### config.mk
export PLATFORM = sky130hd
export DESIGN_NAME = encoder32x5_scan
export DESIGN_NICKNAME = d
export VERILOG_FILES = /design/src/rtl/encoder32x5_scan.sv
export SDC_FILE = /design/constraint.sdc
export NUM_CORES = 1
export LEC_CHECK = 0
export ABC_AREA = 1
export ABC_CLOCK_PERIOD_IN_PS = 4950
export BUFFER_PORTS_ARGS = -buffer_cell sky130_fd_sc_hd__buf_2
export CAP_MARGIN = 15
export CORE_MARGIN = 4
export CORE_UTILIZATION = 25
export DETAILED_ROUTE_END_ITERATION = 8
export SYNTH_ARGS = -nofsm -noshare
export SYNTH_HDL_FRONTEND = slang
export SYNTH_SLANG_ARGS = --single-unit
### constraint.sdc
create_clock -name clk -period 4.95 [get_ports clk]
set_input_delay 0 -clock clk [delete_from_list [all_inputs] [get_ports clk]]
set_output_delay 0 -clock clk [all_outputs]
set_load 0.03 [all_outputs]
### src/rtl/encoder32x5_scan.sv
// Sequential 32-to-5 encoder: captures a multi-hot vector and drains the index of
// each set bit, lowest first, one per out_valid/out_ready handshake.
module encoder32x5_scan #(
    parameter int WIDTH = 32,
    parameter int IDX_W = 5
) (
    input  logic             clk,
    input  logic             rst,
    input  logic             load,
    input  logic [WIDTH-1:0] in_vec,
    input  logic             out_ready,
    output logic             out_valid,
    output logic [IDX_W-1:0] out_idx,
    output logic             busy,
    output logic [IDX_W:0]   count,
    output logic             done
);

    typedef enum logic {IDLE = 1'b0, EMIT = 1'b1} state_t;

    state_t           state_q, state_d;
    logic [WIDTH-1:0] pend_q, pend_d;
    logic             done_q, done_d;
    logic [IDX_W-1:0] lsb_idx;
    logic [IDX_W:0]   pop_cnt;
    logic [WIDTH-1:0] pend_cleared;

    // Scan from the top so the lowest set bit wins.
    always_comb begin
        lsb_idx = '0;
        for (int i = WIDTH - 1; i >= 0; i--) begin
            if (pend_q[i]) lsb_idx = IDX_W'(i);
        end
    end

    always_comb begin
        pop_cnt = '0;
        for (int i = 0; i < WIDTH; i++) begin
            pop_cnt = pop_cnt + {{IDX_W{1'b0}}, pend_q[i]};
        end
    end

    // x & (x-1) drops exactly the lowest set bit, i.e. pend[lsb_idx].
    assign pend_cleared = pend_q & (pend_q - {{(WIDTH-1){1'b0}}, 1'b1});

    always_comb begin
        state_d = state_q;
        pend_d  = pend_q;
        done_d  = 1'b0;
        unique case (state_q)
            IDLE: begin
                if (load) begin
                    if (in_vec != '0) begin
                        pend_d  = in_vec;
                        state_d = EMIT;
                    end else begin
                        done_d = 1'b1;
                    end
                end
            end
            EMIT: begin
                if (out_ready) begin
                    pend_d = pend_cleared;
                    if (pend_cleared == '0) begin
                        state_d = IDLE;
                        done_d  = 1'b1;
                    end
                end
            end
            default: state_d = IDLE;
        endcase
    end

    always_ff @(posedge clk or posedge rst) begin
        if (rst) begin
            state_q <= IDLE;
            pend_q  <= '0;
            done_q  <= 1'b0;
        end else begin
            state_q <= state_d;
            pend_q  <= pend_d;
            done_q  <= done_d;
        end
    end

    assign busy      = (state_q == EMIT);
    assign out_valid = busy;
    assign out_idx   = busy ? lsb_idx : '0;
    assign count     = pop_cnt;
    assign done      = done_q;

endmodule
# Word level (Yosys, flattened, before mapping)
# Index checks and enable logic that the tools add are counted.
[op_classes]
addsub = 32
n_div = 0
n_mul = 0
n_reduce_logical = 3
order_cmp = 0
eq_ne = 3
n_bitwise = 2
mux = 47
shift = 0
[ops]
columns = ["op", "n"]
rows = [
  ["$mux W5", 33],
  ["$add A6 B1 Y6", 26],
  ["$mux W32", 3],
  ["$pmux W32 S2", 1],
  ["$and A32 B32 Y32", 1],
  ["$logic_not A32 Y1", 1],
  ["$reduce_bool A32 Y1", 1],
  ["$sub A32 B1 Y32 const B", 1],
  ["$mux W1", 8],
  ["$add A5 B1 Y6", 1],
  ["$ne A2 B2 Y1 const B", 3],
  ["$add A4 B1 Y5", 1],
  ["$add A3 B1 Y4", 1],
  ["$pmux W1 S2", 2],
  ["$add A2 B1 Y3", 1],
  ["$reduce_and A3 Y1", 1],
  ["$add A1 B1 Y2", 1],
  ["$not A1 Y1", 1],
]
[word_totals]
latchBits = 0
mem_count = 0
word_cells = 90
output_inout_bits = 14
register_bits = 34
ram_bits = 0
inputBits = 36
rom_bits = 0

# Depth between registers and ports, before layout
[depth]
word_depth = 33
ltp_mapped = 31
mapped_depth_nobuf = 31

# Worst setup path before layout
# No wires, ideal clock.
[synth_path]
kind = "flip-flop to output port"
from = "register pend_q[11]"
to = "output count[4]"
t_required_ns = 4.950
setup_slack_ns = 0.217
stages_incl_launch_ff = 16
arrival_ns = 4.733
n_path_buf = 0
path_cell_list = "dfrtp_1 fa_1 inv_1 fa_1 inv_1 fa_1 fa_1 fa_1 inv_1 fa_1 inv_1 ha_1 inv_1 fa_1 o21ai_0 xor2_1"
[synth_via]
elab_chain_cells = 21
[synth_lines]
columns = ["item", "line", "text"]
rows = [
  ["start: declaration", "22", "logic [WIDTH-1:0] pend_q, pend_d;"],
  ["start signal: assignment", "81", "pend_q <= pend_d;"],
  ["$add A6 B1 Y6 (21 in a row)", "39", "pop_cnt = pop_cnt + {{IDX_W{1'b0}}, pend_q[i]};"],
  ["end: declaration", "15", "output logic [IDX_W:0] count,"],
]
# Every way passes these cells.

# Worst setup path after layout
[layout_path]
from = "register pend_q[25]"
to = "output count[4]"
[layout_via]
elab_chain_cells = 7
[layout_lines]
columns = ["item", "line"]
rows = [
  ["$add A6 B1 Y6 (7 in a row)", "39"],
]
# Every way passes these cells.

==> impl_metrics.toml <==
[sta]
final-setup-viol-count = 0
fin_crit_sh_pct = 98.40
max_clock_freq_mhz = 205.3
skew_ns = 0.005258
fin_hold_ws_ns = -0.0006356
worst_pin_slew_ns = 0.8674
rsz0062_at_grt = "true"
hold_viol = 1
drv_slew = 0
relSlewSlack_pct = 42.03
layout_min_cycle_time_ns = 4.871
setup_ws_ns = 0.07902

[floorplan]
fp.dieW_um = 121.4
pin_count = 50
die-area_um2 = 14740
start_util_pct = 25.48
die_height_um = 121.4
core_um2 = 12620
rows = 41

[global_routing]
grt_use_met2_pct = 22.35
antenna_found_initial = 0
grt-ovfl-total = 0
grt_pass1_wl_mm = 16.08
grt_max_degree = 37
grt_use_total_pct = 13.99
met3_usage_pct = 3.730
first_global_vias = 3122
busiest_layer = "met2"
met1_usage_pct = 19.42

[cts]
clk_latency_ns = 0.28
path_clk_slew_ns = 0.05
numCtsBuffers = 5
root_buffer = "clkbuf_16"
clock_sinks = 34
clk_path_buf_depth = 2
cts_tree = "done"
cts_max_level = 2

[synthesis]
ys_warn_count = 0
netlist_top_cells_area = "dfrtp_1, fa_1, nand2_1, inv_1, o21ai_0"
synth.net_count = 525
seq_area_frac_synth_pct = 26.46
synth_edf_count = 0
synth.distinct_cells = 35
synth_common_cells = "nand2_1, inv_1, nor2_1"
syn_avg_cell_area_um2 = 7.052
synth_area_um2 = 3216
syn_inst = 456
synth_area_leader_cell = "dfrtp_1"
synth.most_common_cell = "nand2_1"
ys.flop_type = "dfrtp_1"
yosysTopAreaCellShare_pct = 26.46
async_reset_ff_share_pct = 100.0
synth-seq-cells = 34

[worst_setup_path]
critPathMaxStageDelay_ns = 0.54
crit_path_max_fanout = 6
worstPathRequired_ns = 4.95
critPathLaunchType = "register"
worstPathArrival_ns = 4.87
critPathKind = "register to primary output"
cp_common_cell = "fa_1"
slowest_stage = "fa_1"
crit_path_end_kind = "primary output"
cp_cell_sequence = "fa_1 -> fa_1 -> inv_1 -> fa_1 -> inv_2 -> fa_1 -> fa_1 -> inv_1 -> fa_2 -> inv_2 -> ha_4 -> inv_2 -> fa_2 -> o21ai_2 -> xor2_1 -> buf_4"

[finish]
drive_gt1_share_pct = 17.64
fill_cells = 1382
finalInstanceArea_um2 = 3951
final_nets = 585
antennaDiodeCount = 0
syn_to_final_growth_pct = 22.88
multi_input_area_um2 = 2051
seq_area_um2 = 855.8

[drt]
routed_wl_mm = 10.04
ant_nets = 0
drtPass1Iterations = 5
drt-vias-per-instance = 4.709
first_iter_violations = 235
routedWlPerCell_um = 14.60
vias = 3240
drcViolationCount = 0

[run_status]
status = "finished, violations left"
violations = "hold timing"

[placement]
placed_cell_area_um2 = 3665
place.gp.congestion = 0.9159
portBuffers = 49
dp_slack_ns = 0.1484
dp_hpwl_mm = 8.143

[job]
maxCapViolCount = 0

[hold_path]
hp-class = "input port to register"
cells by family (layout without fill, tap and decap cells):
family | Yosys count | in the layout | synth area share, %
and+or+nand+nor | 208 | 208 | 28.17
xor gates and xnor gates | 3 | 3 | 0.8173
DFF | 34 | 34 | 26.46
adders and majority gates | 33 | 33 | 18.44
buffers and inverters | 91 | 151 | 10.74
AOI/OAI and AO/OA | 87 | 87 | 15.37
stage by stage:
stage / utilization [%] / hold WS [ns] / TNS (ns) / instances
finish: 31.31 / -0.0006356 / 0 / 688
global route: 31.31 / 0.01836 / -0.1214 / 688
CTS: 30.90 / 0.007861 / 0 / 685
detailed placement: 29.04 / 0.1408 / 0 / 669
global placement: 29.04 / 0.1320 / 0 / 669
floorplan: - / 0.1210 / 0 / 456
critical path, delay by kind of cell (launching register included):
family | cells | cell delay [ns]
AO/OA/AOI/OAI | 1 | 0.15
flip-flops | 1 | 0.44
adder cells (fa/ha/maj) | 8 | 3.40
buffers and inverters | 6 | 0.43
XOR/XNOR | 1 | 0.16
path summary, 6_finish.rpt:
path | cells after the start | slack, ns | from | to
min reg2reg | 2 | 0.61 | pend_q[31] | pend_q[31]
max reg2reg | 18 | 1.90 | pend_q[1] | busy
max in group asynchronous | 4 | 4.23 | rst | pend_q[19]
min in group asynchronous | 4 | 0.37 | rst | pend_q[9]
max | 16 | 0.08 | pend_q[25] | count[4]
min | 3 | -0.0006 | in_vec[20] | pend_q[20]
cells in the final DEF, fill, tap and decap left out, types with 2 or more instances in the layout:
cell / n
inv_1: 71
nor3_1: 4
nor2_4: 2
a21oi_1: 10
nor3_4: 2
dfrtp_1: 30
fa_2: 3
a22oi_1: 3
nand2_1: 115
nor2_1: 55
nand4_1: 8
buf_2: 46
fa_1: 21
o21ai_0: 46
inv_2: 6
o31ai_1: 3
xor2_1: 2
o21ai_1: 2
dlygate4sd3_1: 8
nor4_1: 10
a31oi_1: 5
clkbuf_1: 2
buf_4: 13
dfrtp_2: 4
clkbuf_16: 5
ha_1: 8
o211ai_1: 7
nor2_2: 2
o22ai_1: 5
nand3_1: 5
registers in the layout, summed over array words and instances, names as in the netlist:
signal,cells
busy,1
done,1
pend_q,32
area by class of cell:
type	instances	share of cell area [%]
Tap cell	172	5.446
Sequential cell	34	21.66
Multi-Input combinational cell	331	51.90
Timing Repair Buffer	67	10.32
Clock buffer	7	3.357
Inverter	77	7.315
routing by layer:
metal | vias to the layer above | part of all wire, % | wire length, um
met2 | 116 | 46 | 4606
met4 | 0 | 1.2 | 119
met1 | 1532 | 45 | 4521
met5 | - | 0 | 0
li1 | 1580 | - | -
met3 | 12 | 7.9 | 797
timing repair:
item	CTS	global route
buffers inserted	1	3
pin swaps	2	3
hold endpoints to repair	41	0
endpoints found under the setup margin	3	5
resized for setup	6	15
hold buffers	8	0
Power is not shown: default switching activity piles up to over one toggle a cycle in this logic, so the estimate is an artifact.
